## config.mk

```make
export PLATFORM = sky130hd
export DESIGN_NAME = frac_div_ctrl
export DESIGN_NICKNAME = d
export VERILOG_FILES = /design/src/rtl/frac_div_ctrl.sv
export SDC_FILE = /design/constraint.sdc
export NUM_CORES = 1
export LEC_CHECK = 0
export ABC_CLOCK_PERIOD_IN_PS = 5360
export CAP_MARGIN = 0
export CORE_MARGIN = 2
export CORE_UTILIZATION = 53
export CTS_CLUSTER_DIAMETER = 30
export DETAILED_ROUTE_END_ITERATION = 10
export PLACE_DENSITY = 0.73
export SLEW_MARGIN = 20
export SYNTH_ARGS = -nofsm -noshare
export SYNTH_HDL_FRONTEND = slang
export SYNTH_SLANG_ARGS = --single-unit
```

## constraint.sdc

```tcl
create_clock -name clk -period 5.36 [get_ports clk]
set_input_delay 0.804 -clock clk [delete_from_list [all_inputs] [get_ports clk]]
set_output_delay 0.804 -clock clk [all_outputs]
set_load 0.05 [all_outputs]
```

## src/rtl/frac_div_ctrl.sv

```systemverilog
// frac_div_ctrl: fractional pulse generator (DST pulses per SRC clocks) with a valid/ready ratio controller
module frac_div_ctrl #(
  parameter int CNT_W   = 8,
  parameter int SRC_DEF = 76,
  parameter int DST_DEF = 10
) (
  input  logic             clk,
  input  logic             rstn,
  input  logic             en,
  input  logic             cfg_valid,
  output logic             cfg_ready,
  input  logic [CNT_W-1:0] cfg_src,
  input  logic [CNT_W-1:0] cfg_dst,
  output logic             cfg_done,
  output logic             cfg_err,
  output logic             clk_frac,
  output logic [CNT_W-1:0] act_src,
  output logic [CNT_W-1:0] act_dst
);
  typedef enum logic [1:0] {C_IDLE, C_CALC, C_PEND} state_t;
  localparam int SW = $clog2(CNT_W);
  localparam logic [CNT_W-1:0] SRC_D = CNT_W'(SRC_DEF);
  localparam logic [CNT_W-1:0] DST_D = CNT_W'(DST_DEF);
  localparam logic [CNT_W-1:0] Q_D   = CNT_W'(SRC_DEF / DST_DEF);
  localparam logic [CNT_W-1:0] R_D   = CNT_W'(SRC_DEF % DST_DEF);
  state_t           state;
  logic [CNT_W-1:0] q, r, dst, cnt, new_src, new_dst, quo, rem;
  logic [CNT_W:0]   acc, sum, sum_mod, trial;
  logic [SW-1:0]    step;
  logic             ge, last, tge, illegal, apply;
  assign sum     = acc + {1'b0, r};
  assign ge      = sum >= {1'b0, dst};
  assign sum_mod = ge ? sum - {1'b0, dst} : sum;
  // period length is q+ge, so the final counter value is q+ge-1
  assign last    = ({1'b0, cnt} + (CNT_W+1)'(1)) == ({1'b0, q} + (CNT_W+1)'(ge));
  assign trial   = {rem, quo[CNT_W-1]};
  assign tge     = trial >= {1'b0, new_dst};
  assign illegal = (cfg_dst == '0) || (cfg_dst > cfg_src);
  assign apply   = (state == C_PEND) && (!en || last);
  always_ff @(posedge clk or negedge rstn) begin
    if (!rstn) begin
      state     <= C_IDLE;
      cfg_ready <= 1'b1;
      cfg_done  <= 1'b0;
      cfg_err   <= 1'b0;
      clk_frac  <= 1'b0;
      act_src   <= SRC_D;
      act_dst   <= DST_D;
      q         <= Q_D;
      r         <= R_D;
      dst       <= DST_D;
      cnt       <= '0;
      acc       <= '0;
      new_src   <= '0;
      new_dst   <= '0;
      quo       <= '0;
      rem       <= '0;
      step      <= '0;
    end else begin
      cfg_done <= 1'b0;
      cfg_err  <= 1'b0;
      cnt      <= !en ? '0 : last ? '0 : cnt + 1'b1;
      acc      <= !en ? '0 : last ? sum_mod : acc;
      clk_frac <= en && last;
      case (state)
        C_IDLE: if (cfg_valid) begin
          if (illegal) cfg_err <= 1'b1;
          else begin
            new_src   <= cfg_src;
            new_dst   <= cfg_dst;
            quo       <= cfg_src;
            rem       <= '0;
            step      <= '0;
            cfg_ready <= 1'b0;
            state     <= C_CALC;
          end
        end
        C_CALC: begin
          quo   <= {quo[CNT_W-2:0], tge};
          rem   <= tge ? CNT_W'(trial - {1'b0, new_dst}) : trial[CNT_W-1:0];
          step  <= step + 1'b1;
          state <= (step == SW'(CNT_W-1)) ? C_PEND : C_CALC;
        end
        C_PEND: if (apply) begin
          // the in-flight period has just finished with the old ratio
          q         <= quo;
          r         <= rem;
          dst       <= new_dst;
          act_src   <= new_src;
          act_dst   <= new_dst;
          acc       <= '0;
          cnt       <= '0;
          cfg_done  <= 1'b1;
          cfg_ready <= 1'b1;
          state     <= C_IDLE;
        end
        default: state <= C_IDLE;
      endcase
    end
  end
endmodule

```

Word-level counts from Yosys, hierarchy flattened

Index checks and enable logic that the tools add are counted.

Register bits after elaboration: 90
Output and inout port bits: 20

Muxes and demuxes: 33
Equal/unequal tests: 7
Magnitude comparators: 3
Add/subtract/negate cells: 7
Bitwise logic cells: 1
Reduce and logical (&&, ||, !) cells: 14

Operator list:

| kind                | count |
|---|---|
| $mux 8              | 9 |
| $mux 9              | 5 |
| $pmux 8 s2          | 2 |
| $ge 9x8->1          | 2 |
| $add 8x1->9         | 1 |
| $add 8x1->9 const B | 1 |
| $add 9x8->9         | 1 |
| $eq 9x9->1          | 1 |
| $reduce_and 3->1    | 3 |
| $sub 9x8->9         | 1 |
| $add 8x1->8 const B | 1 |
| $gt 8x8->1          | 1 |
| $logic_not 8->1     | 1 |
| $mux 1              | 8 |
| $mux 2              | 4 |
| $sub 8x8->8         | 1 |
| $mux 3              | 2 |
| $ne 2x2->1 const B  | 3 |
| $pmux 2 s3          | 1 |
| $pmux 3 s2          | 1 |
| $reduce_and 4->1    | 1 |
| $reduce_bool 2->1   | 2 |
| $add 3x1->3 const B | 1 |
| $eq 3x3->1 const B  | 1 |
| 9 further kinds     | 11 |

Longest topological paths before layout

Gate-level depths: netlist (run 1).

Depth after elaboration: 8
Gate-level depth with buffers: 25
Mapped depth without buffers: 23

Least setup slack after synthesis (run 1)

No wires, ideal clock.

Kind: flip-flop to flip-flop
Start point: register r[1]
End point: register act_src[0]
Cell stages (with the launch flop): 25
Data arrival time: 4.943 ns
Slack: 0.292 ns
Required time: 5.235 ns
Setup time: 0.125 ns
Cell sequence: dfstp_2 -> inv_1 -> fa_1 -> nor2b_1 -> o31a_1 -> o21a_1 -> nor2_1 -> xnor2_1 -> ha_1 -> nor3_1 -> a32oi_1 -> and2_1 -> nor3_2 -> inv_1 -> ha_1 -> ha_1 -> inv_1 -> or3_1 -> a211o_1 -> nand4_2 -> o41ai_4 -> nand2b_2 -> buf_6 -> buf_6 -> mux2_4

Cells in the longest elaborated chain, start to end: 7

Ends and longest elaborated chain:

| what                       | line | source |
|---|---|---|
| start: declaration         | 27   | `logic [CNT_W-1:0] q, r, dst, cnt, new_src, new_dst, quo, rem;` |
| start signal: assignment   | 87   | `r <= rem;` |
| $add 9x8->9                | 31   | `assign sum = acc + {1'b0, r};` |
| $ge 9x8->1                 | 32   | `assign ge = sum >= {1'b0, dst};` |
| $add 8x1->9                | 35   | `assign last = ({1'b0, cnt} + (CNT_W+1)'(1)) == ({1'b0, q} + (CNT_W+1)'(ge));` |
| $eq 9x9->1                 | 35   |  |
| $logic_or 1x1->1           | 39   | `assign apply = (state == C_PEND) && (!en \|\| last);` |
| $logic_and 1x1->1          | 39   |  |
| $reduce_and 2->1 (no line) | n/a  |  |
| end signal: assignment     | 89   | `act_src <= new_src;` |
| end: declaration           | 17   | `output logic [CNT_W-1:0] act_src,` |

Every way passes these cells.
A chain may end at the register's enable or synchronous reset.

Worst setup path after layout (run 1)

Start point: register r[1]
End point: register act_src[4]

The elaborated chain is that of the path after synthesis.

==> qor_table.md, run 1 <==
| Group | Quantity | This run |
|---|---|---|
| global routing | Wire length of the first global-routing pass | 19100 um |
| power | Maximum vdd drop | 0.000316 V |
| die | Die Wd | 104 um |
| sta | Total Negative Setup Slacks | 0 ns |
| placement | Placement-stage cell area | 5910 um2 |
| sta | Count of final hold-check violations | 0 |
| sta | Number of slew-limit violations in the final report | 0 |
| worst setup path | Slowest cell on the critical path | sky130_fd_sc_hd__dfstp_2 |
| worst setup path | Count of buffer and inverter cells on the critical path | 3 |
| worst setup path | Longest individual stage delay on the worst path | 0.55 ns |
| cts | Number of H-tree levels | 3 |
| worst setup path | Worst-path cell chain | ha_1, a21o_1, a41oi_1, o21ai_0, o31ai_1, xnor2_1, ha_1, nand4_1, o21bai_1, nor3_2, inv_1, ha_1, ha_1, inv_1, or3_1, o211ai_2, nand4_2, o41ai_4, nand2b_4, buf_12, mux2_4 |
| finish | Relative area change from synthesis to final layout | 15.6% |
| die | Placeable core area | 9770 um2 |
| finish | Proportion of layout cells with a drive suffix above 1 | 15.2% |
| worst setup path | Maximum fanout along the worst path | 17 |
| worst setup path | Startpoint type of the worst setup path | register |
| placement | Post-detailed-placement half-perimeter wirelength | 8610 um |
| route | Post-route antenna net violation count | 0 |
| cts | Cts bufs inserted | 9 |
| yosys | Post-Synthesis Cells | 508 |
| worst setup path | Worst reg2reg path depth | 21 |
| placement | Number of I/O port buffers | 39 |
| yosys | Share of flip-flops with an asynchronous set or reset after synthesis | 100% |
| global routing | Pin count of the biggest net entering global routing | 69 |
| status | Run status | complete, no violations |
| global routing | Number of global-route vias before repair | 3976 |
| cts | Hold buffers post-CTS | 0 |
| yosys | Count of flip-flops with a built-in enable after synthesis | 0 |
| placement | Last weighted congestion value of the routability-driven placer | 0.875 |
| min path | Path type of the worst min-delay path | input pin to async pin |
| route | Drt drc | 0 |
| die | Die footprint | 10900 um2 |
| finish | Area of combinational cells with multiple inputs | 2850 um2 |
| cts | Clock tree sinks | 90 |
| die | Vert. Die Dim | 104 um |
| yosys | Sequential-to-total area share from yosys stat | 42.5% |
| worst setup path | Arrival time worst endpoint | 5.34 ns |
| sta | Final min period | 5.08 ns |
| finish | Final Cell Area | 6150 um2 |
| yosys | Post-synth design cell area | 5330 um2 |
| sta | Final critical-path share of the clock period | 94.9% |
| worst setup path | Total number of cells along the worst setup path | 21 |
| die | Count of pins on the block boundary | 40 |
| yosys | Most frequently used flop master after synthesis | sky130_fd_sc_hd__dfrtp_1 |
| route | Vias per std cell | 5.73 |
| worst setup path | Critical path's top delay family | compound AO/OA/AOI/OAI gates |
| die | FP Rows | 36 |
| yosys | Flop and latch count out of synthesis | 90 |
| yosys | Number of synthesis warnings | 0 |
| cts | Clock slew seen by the registers of the worst setup and hold paths | 0.09 ns |
| sta | Maximum achievable frequency | 0.197 GHz |
| sta | Transition time of the tightest slew-check pin | 0.837 ns |
| sta | Hold Worst Slack | 0.323 ns |
| sta | Final setup violation count | 0 |
| sta | Final clock skew | 0.00806 ns |
| route | Routed length per instance | 16.2 um |
| global routing | Number of antenna violations at the first check in global routing | 0 |
| finish | Total number of nets in the final design | 619 |
| worst setup path | Crit path required time | 5.62 ns |
| power | Final Total Pwr | 0.00359 W |
| finish | Number of fill cells | 822 |
| finish | Seq. cell area | 2270 um2 |
| yosys | Syn_area_per_cell | 10.5 um2 |
| finish | Fin util | 63.0% |
| worst setup path | Crit-path most repeated cell | sky130_fd_sc_hd__ha_1 |
| route | Total wire length | 11300 um |
| yosys | Post-synthesis cell type count | 58 |
| finish | ANT cells | 0 |
| power | Areal power density over the cells | 583 nW/um2 |
| cts | Clock latency on the worst-skew pair | 0.37 ns |
| yosys | Syn_nets | 568 |
| cts | Clock tree from TritonCTS | built |
| cts | Root buffer cell | sky130_fd_sc_hd__clkbuf_8 |
| cts | Maximum buffer depth of the clock tree | 2 |
| route | Vias after detailed routing | 3991 |
| worst setup path | Critical Path End Type | register |
| route | DR pass1 iterations | 4 |
| flow run | Maxcap violations | 0 |
| worst setup path | Class of the most critical setup path | register to register |
| global routing | Total congestion overflow after global routing | 0 |
| global routing | Global-route usage over all layers | 21.9% |
| route | DRC violation total after the first TritonRoute iteration | 124 |
| sta | Unrepaired setup endpoints after global routing | true |
| die | Initial standard-cell utilization of the core | 54.5% |
| sta | Worst slew margin relative to its limit | 44.2% |
| power | Leakage power total | 2.95 nW |
## through the flow
step,setup slack (ns),cells
after detailed placement,0.222,680
after CTS,0.204,696
after global routing,-0.00725,697
after floorplan,0.292,508
after global placement,0.390,680
final,0.276,697
## sequential cells by signal, indices dropped and copies added (netlist names)
register / flops
acc: 9
act_src: 8
cnt: 8
dst: 8
new_dst: 8
new_src: 8
q: 8
quo: 8
r: 8
rem: 8
step: 3
state: 2
cfg_done: 1
cfg_err: 1
cfg_ready: 1
clk_frac: 1
## cell families after synthesis
| logic type | Yosys count | share of synthesized area (%) |
|---|---|---|
| and+or+nand+nor | 129 | 11.9 |
| AOI/OAI and AO/OA | 118 | 15.0 |
| DFF | 90 | 42.5 |
| muxes | 54 | 12.5 |
| buffers and inverters | 53 | 4.30 |
| adders and majority gates | 40 | 9.82 |
| xor gates and xnor gates | 24 | 3.95 |
## area by class of cell
cell class	instances	share of cell area (%)
Sequential cell	90	36.8
Inverter	43	2.62
Clock inverter	7	1.67
Clock buffer	9	2.01
Timing Repair Buffer	50	7.85
Tap cell	133	2.70
Multi-Input combinational cell	365	46.3
## power by group
group / internal [W] / switching (W)
Combinational: 0.000829 / 0.00107
Sequential: 0.000965 / 0.000203
Clock: 0.000266 / 0.000257
## timing repair
item / 4_1_cts / 5_1_grt
setup endpoints to repair: 0 / 23
resized for setup: 0 / 1
hold endpoints to repair: 0 / 0
buffers inserted: 0 / 1
## placed cells by master (no fill, tap or decap), types with 3 or more instances in the layout
master,netlist,layout
sky130_fd_sc_hd__a211o_1,3,3
sky130_fd_sc_hd__a211oi_1,3,3
sky130_fd_sc_hd__a21o_1,6,6
sky130_fd_sc_hd__a21oi_1,19,19
sky130_fd_sc_hd__a22o_1,4,4
sky130_fd_sc_hd__buf_4,0,11
sky130_fd_sc_hd__clkbuf_8,0,9
sky130_fd_sc_hd__clkdlybuf4s50_1,0,38
sky130_fd_sc_hd__clkinvlp_4,0,3
sky130_fd_sc_hd__dfrtp_1,79,79
sky130_fd_sc_hd__dfstp_2,11,11
sky130_fd_sc_hd__fa_1,3,3
sky130_fd_sc_hd__ha_1,37,37
sky130_fd_sc_hd__inv_1,43,43
sky130_fd_sc_hd__mux2_2,15,15
sky130_fd_sc_hd__mux2_4,21,21
sky130_fd_sc_hd__mux2i_1,18,18
sky130_fd_sc_hd__nand2_1,37,37
sky130_fd_sc_hd__nand2b_1,6,6
sky130_fd_sc_hd__nand3_1,7,7
sky130_fd_sc_hd__nand4_1,9,9
sky130_fd_sc_hd__nor2_1,38,38
sky130_fd_sc_hd__nor2b_1,7,7
sky130_fd_sc_hd__nor3_1,5,5
sky130_fd_sc_hd__o21a_1,8,8
sky130_fd_sc_hd__o21ai_0,41,41
sky130_fd_sc_hd__o2bb2ai_1,8,8
sky130_fd_sc_hd__o31a_1,3,3
sky130_fd_sc_hd__or3_1,4,4
sky130_fd_sc_hd__xnor2_1,16,16
sky130_fd_sc_hd__xor2_1,8,8
## layer usage
layer | wire (um) | track usage, % | up-vias
li1 | - | - | 1915
met1 | 5300 | 29.0 | 1953
met2 | 5220 | 35.5 | 95
met3 | 429 | 4.39 | 28
met4 | 340 | 8.98 | 0
met5 | 0 | 0 | -
## worst paths after layout
path	start	slack (ns)	endpoint
hold / removal	rstn	0.32	acc[5]
setup / recovery	r[1]	0.28	act_src[4]
max in group asynchronous	rstn	3.90	cfg_err
hold reg to reg	cfg_ready	0.47	cfg_ready
min in group clk	cfg_ready	0.47	cfg_ready
setup reg to reg	r[1]	0.28	act_src[4]
## synthesized netlist by cell type, types with 6 or more instances
cell type / number / area (um2)
sky130_fd_sc_hd__nor2b_1: 7 / 43.8
sky130_fd_sc_hd__xor2_1: 8 / 70.1
sky130_fd_sc_hd__mux2_2: 15 / 169
sky130_fd_sc_hd__nor2_1: 38 / 143
sky130_fd_sc_hd__o21ai_0: 41 / 205
sky130_fd_sc_hd__nand2_1: 37 / 139
sky130_fd_sc_hd__dfstp_2: 11 / 289
sky130_fd_sc_hd__nand2b_1: 6 / 37.5
sky130_fd_sc_hd__o21a_1: 8 / 60.1
sky130_fd_sc_hd__a21o_1: 6 / 45.0
sky130_fd_sc_hd__clkbuf_1: 6 / 22.5
sky130_fd_sc_hd__a21oi_1: 19 / 95.1
sky130_fd_sc_hd__nand3_1: 7 / 35.0
sky130_fd_sc_hd__inv_1: 43 / 161
sky130_fd_sc_hd__o2bb2ai_1: 8 / 70.1
sky130_fd_sc_hd__mux2_4: 21 / 315
sky130_fd_sc_hd__mux2i_1: 18 / 180
sky130_fd_sc_hd__xnor2_1: 16 / 140
sky130_fd_sc_hd__dfrtp_1: 79 / 1980
sky130_fd_sc_hd__nand4_1: 9 / 56.3
sky130_fd_sc_hd__ha_1: 37 / 463
(Power assumes the default switching activity.)
==> inputs of run 2 (changes only) <==
--- a/config.mk
+++ b/config.mk
@@ -5,13 +5,15 @@
 export SDC_FILE = /design/constraint.sdc
 export NUM_CORES = 1
 export LEC_CHECK = 0
+export ABC_AREA = 1
 export ABC_CLOCK_PERIOD_IN_PS = 5360
 export CAP_MARGIN = 0
+export CORE_ASPECT_RATIO = 1.2
 export CORE_MARGIN = 2
-export CORE_UTILIZATION = 53
+export CORE_UTILIZATION = 54
 export CTS_CLUSTER_DIAMETER = 30
 export DETAILED_ROUTE_END_ITERATION = 10
-export PLACE_DENSITY = 0.73
+export PLACE_DENSITY = 0.74
 export SLEW_MARGIN = 20
 export SYNTH_ARGS = -nofsm -noshare
 export SYNTH_HDL_FRONTEND = slang
==> run 2 against run 1 <==
Against the previous run: largest power group unchanged; synthesized cell count grew 48%; combinational power grew 41%; maximum frequency grew 4.3%.
==> qor_table.md, run 2 <==
| Group | Quantity | This run | Change |
|---|---|---|---|
| finish | Number of flip-flops under the largest register name | 9 | unchanged |
| yosys | Post-synth design cell area | 5580 um2 | +4.8% |
| power | Areal power density over the cells | 706 nW/um2 | +21% |
| yosys | Flop and latch count out of synthesis | 90 | unchanged |
| yosys | Post-Synthesis Cells | 754 | +48% |
| route | Routed length per instance | 13.9 um | -14% |
| worst setup path | Class of the most critical setup path | register to register |  |
| finish | Relative area change from synthesis to final layout | 14.2% |  |
| sta | Unrepaired setup endpoints after global routing | false |  |
| sta | Number of slew-limit violations in the final report | 0 | unchanged |
| die | Die Wd | 96.8 um | -7.1% |
| yosys | Syn_nets | 814 | +43% |
| flow run | Maxcap violations | 0 | unchanged |
| finish | Commonest non-fill, non-tap cell in the layout | sky130_fd_sc_hd__nand2_1 |  |
| sta | Count of final hold-check violations | 0 | unchanged |
| die | Initial standard-cell utilization of the core | 55.5% | +1.0 points |
| min path | Path type of the worst min-delay path | input pin to async pin |  |
| route | Met3 routed WL | 453 um | +5.6% |
| worst setup path | Crit path required time | 5.58 ns | -0.04 ns |
| cts | Root buffer cell | sky130_fd_sc_hd__clkbuf_16 |  |
| worst setup path | Crit-path most repeated cell | sky130_fd_sc_hd__nand2_1 |  |
| worst setup path | Startpoint type of the worst setup path | register |  |
| worst setup path | Maximum fanout along the worst path | 32 | +15 |
| yosys | Most frequently used cell type in the post-synthesis netlist | sky130_fd_sc_hd__nand2_1 |  |
| finish | ANT cells | 0 | unchanged |
| yosys | Most area-hungry cell type in the Yosys netlist | sky130_fd_sc_hd__dfrtp_1 |  |
| sta | Hold Worst Slack | 0.390 ns | +0.0670 ns |
| finish | Largest reg by FF count | acc |  |
| cts | Clock tree from TritonCTS | built |  |
| route | Total wire length | 12800 um | +13% |
| worst setup path | Longest individual stage delay on the worst path | 0.55 ns | about the same |
| sta | Final critical-path share of the clock period | 91.0% | -3.9 points |
| sta | Final clock skew | 0.0109 ns | +0.00281 ns |
| die | Die footprint | 11200 um2 | +2.8% |
| finish | Total number of nets in the final design | 849 | +37% |
| route | Vias after detailed routing | 4975 | +25% |
| power | Maximum vdd drop | 0.000339 V | +7.3% |
| placement | Last weighted congestion value of the routability-driven placer | 0.908 | +3.7% |
| global routing | Total congestion overflow after global routing | 0 | unchanged |
| finish | Leading cell types in the layout, fill and taps excluded | sky130_fd_sc_hd__nand2_1 (250), sky130_fd_sc_hd__inv_1 (102), sky130_fd_sc_hd__dfrtp_1 (79) |  |
| sta | Maximum achievable frequency | 0.205 GHz | +4.3% |
| yosys | Number of synthesis warnings | 0 | unchanged |
| yosys | Fraction of post-synthesis cell area in the top cell type by area | 35.4% | -1.7 points |
| cts | Number of H-tree levels | 3 | unchanged |
| cts | Maximum buffer depth of the clock tree | 2 | unchanged |
| route | DRC violation total after the first TritonRoute iteration | 264 | +110% |
| cts | Clock slew seen by the registers of the worst setup and hold paths | 0.07 ns | -0.02 ns |
| global routing | Number of global-route vias before repair | 4830 | +21% |
| sta | Final setup violation count | 0 | unchanged |
| die | Placeable core area | 10100 um2 | +2.9% |
| route | Wire length on met2 | 6400 um | +23% |
| yosys | Syn_area_per_cell | 7.40 um2 | -29% |
| die | FP Rows | 40 | +11% |
| sta | Setup slack of the critical path after layout | 0.484 ns | +0.208 ns |
| global routing | Number of antenna violations at the first check in global routing | 0 | unchanged |
| sta | Final min period | 4.88 ns | -0.208 ns |
| cts | Clock tree sinks | 90 | unchanged |
| die | Vert. Die Dim | 115 um | +11% |
| worst setup path | Slowest cell on the critical path | sky130_fd_sc_hd__dfstp_2 |  |
| cts | Clock latency on the worst-skew pair | 0.35 ns | -0.02 ns |
| worst setup path | Count of buffer and inverter cells on the critical path | 4 | +1 |
| yosys | Count of flip-flops with a built-in enable after synthesis | 0 | unchanged |
| worst setup path | Arrival time worst endpoint | 5.09 ns | -0.25 ns |
| global routing | Wire length of the first global-routing pass | 21600 um | +13% |
| finish | Proportion of layout cells with a drive suffix above 1 | 6.05% | -9.2 points |
| worst setup path | Critical path's top delay family | simple AND/OR/NAND/NOR gates |  |
| route | Detailed-routing wirelength on met1 | 5570 um | +5.1% |
| power | Leakage power total | 3.38 nW | +14% |
| sta | Transition time of the tightest slew-check pin | 0.728 ns | -0.109 ns |
| cts | Cts bufs inserted | 9 | unchanged |
| placement | Post-detailed-placement half-perimeter wirelength | 9650 um | +12% |
| worst setup path | Critical Path End Type | register |  |
| route | DR pass1 iterations | 7 | +3 |
| route | Top metal layer carrying routed signals | met4 |  |
| yosys | Dominant cells by area after synthesis | sky130_fd_sc_hd__dfrtp_1 (35%), sky130_fd_sc_hd__nand2_1 (17%), sky130_fd_sc_hd__ha_1 (8.3%) |  |
| global routing | Global-route usage over all layers | 23.8% | +1.9 points |
| global routing | Pin count of the biggest net entering global routing | 59 | -14% |
| sta | Total Negative Setup Slacks | 0 ns | unchanged |
| status | Run status | complete, no violations |  |
| sta | Worst slew margin relative to its limit | 51.5% | +7.3 points |
| yosys | Most frequently used flop master after synthesis | sky130_fd_sc_hd__dfrtp_1 |  |
| placement | Pre-CTS setup slack | 0.408 ns | +0.185 ns |
| yosys | Sequential-to-total area share from yosys stat | 40.6% | -2.0 points |
| die | Count of pins on the block boundary | 40 | unchanged |
| yosys | Share of flip-flops with an asynchronous set or reset after synthesis | 100% | unchanged |
| route | Vias per std cell | 5.41 | -5.6% |
| placement | Number of I/O port buffers | 39 | unchanged |
| yosys | Post-synthesis cell type count | 37 | -36% |
| route | Post-route antenna net violation count | 0 | unchanged |
| route | Drt drc | 0 | unchanged |
| worst setup path | Setup slack of the most critical reg-to-reg path | 0.48 ns | +0.21 ns |
| yosys | Cell types with the highest counts after synthesis | sky130_fd_sc_hd__nand2_1 (250), sky130_fd_sc_hd__inv_1 (102), sky130_fd_sc_hd__dfrtp_1 (79), sky130_fd_sc_hd__nand3_1 (54), sky130_fd_sc_hd__o21ai_0 (46) |  |
## run 2: changes by cell type in the layout (fill, tap and decap cells not counted), sizes merged, moves of 10 or more
cell   previous run  this run
mux2             36         0
inv              44       109
o21ai            41        58
mux2i            18         0
nand3             8        55
a21oi            19        29
nand2            37       252
## run 2: metrics by stage
stage	total power [W]	utilization, %	area [um2]	cells
floorplan	0.00315	-	5580	754
CTS	0.00450	63.3	6360	920
detailed placement	0.00381	60.2	6060	904
global placement	0.00374	60.2	6060	904
finish	0.00450	63.4	6380	920
global route	0.00491	63.4	6380	920
## run 2: kinds of logic after synthesis
group / share of synthesized area (%)
simple gates: 28.3
xor+xnor: 2.35
compound gates: 9.86
fa+ha+maj: 9.37
flops: 40.6
buf+inv: 9.57
## run 2: metal layers
metal	global-route usage, %	vias to the layer above
met3	3.59	25
li1	-	2480
met4	9.48	0
met1	28.6	2362
met2	43.1	108
met5	0	-
## run 2: layout make-up
type                       count  area, um2
clock buffer                   9        225
sequential                    90       2270
multi-input combinational    535       2790
tap                          126        158
fill                         889       3680
inverter                     108        407
clock inverter                 7       82.6
timing repair buffer          45        445
## run 2: where the power goes
part | switching [W] | internal, W | total [W]
Combinational | 0.00170 | 0.000973 | 0.00267
Sequential | 0.000202 | 0.000974 | 0.00118
Clock | 0.000281 | 0.000370 | 0.000651
Total | 0.00218 | 0.00232 | 0.00450
## run 2: what timing repair did
action | in CTS | in global routing
setup buffers | 0 | 0
endpoints found under the setup margin | 0 | 30
gates resized for setup | 0 | 2
hold buffers | 0 | 0
## run 2: final timing paths
kind / from / endpoint / cells after the start
min: rstn / new_dst[3] / 1
max reg2reg: r[1] / dst[4] / 29
max: r[1] / dst[4] / 29
min in group clk: act_src[6] / act_src[6] / 2
min reg2reg: act_src[6] / act_src[6] / 2
max in group asynchronous: rstn / cnt[1] / 2
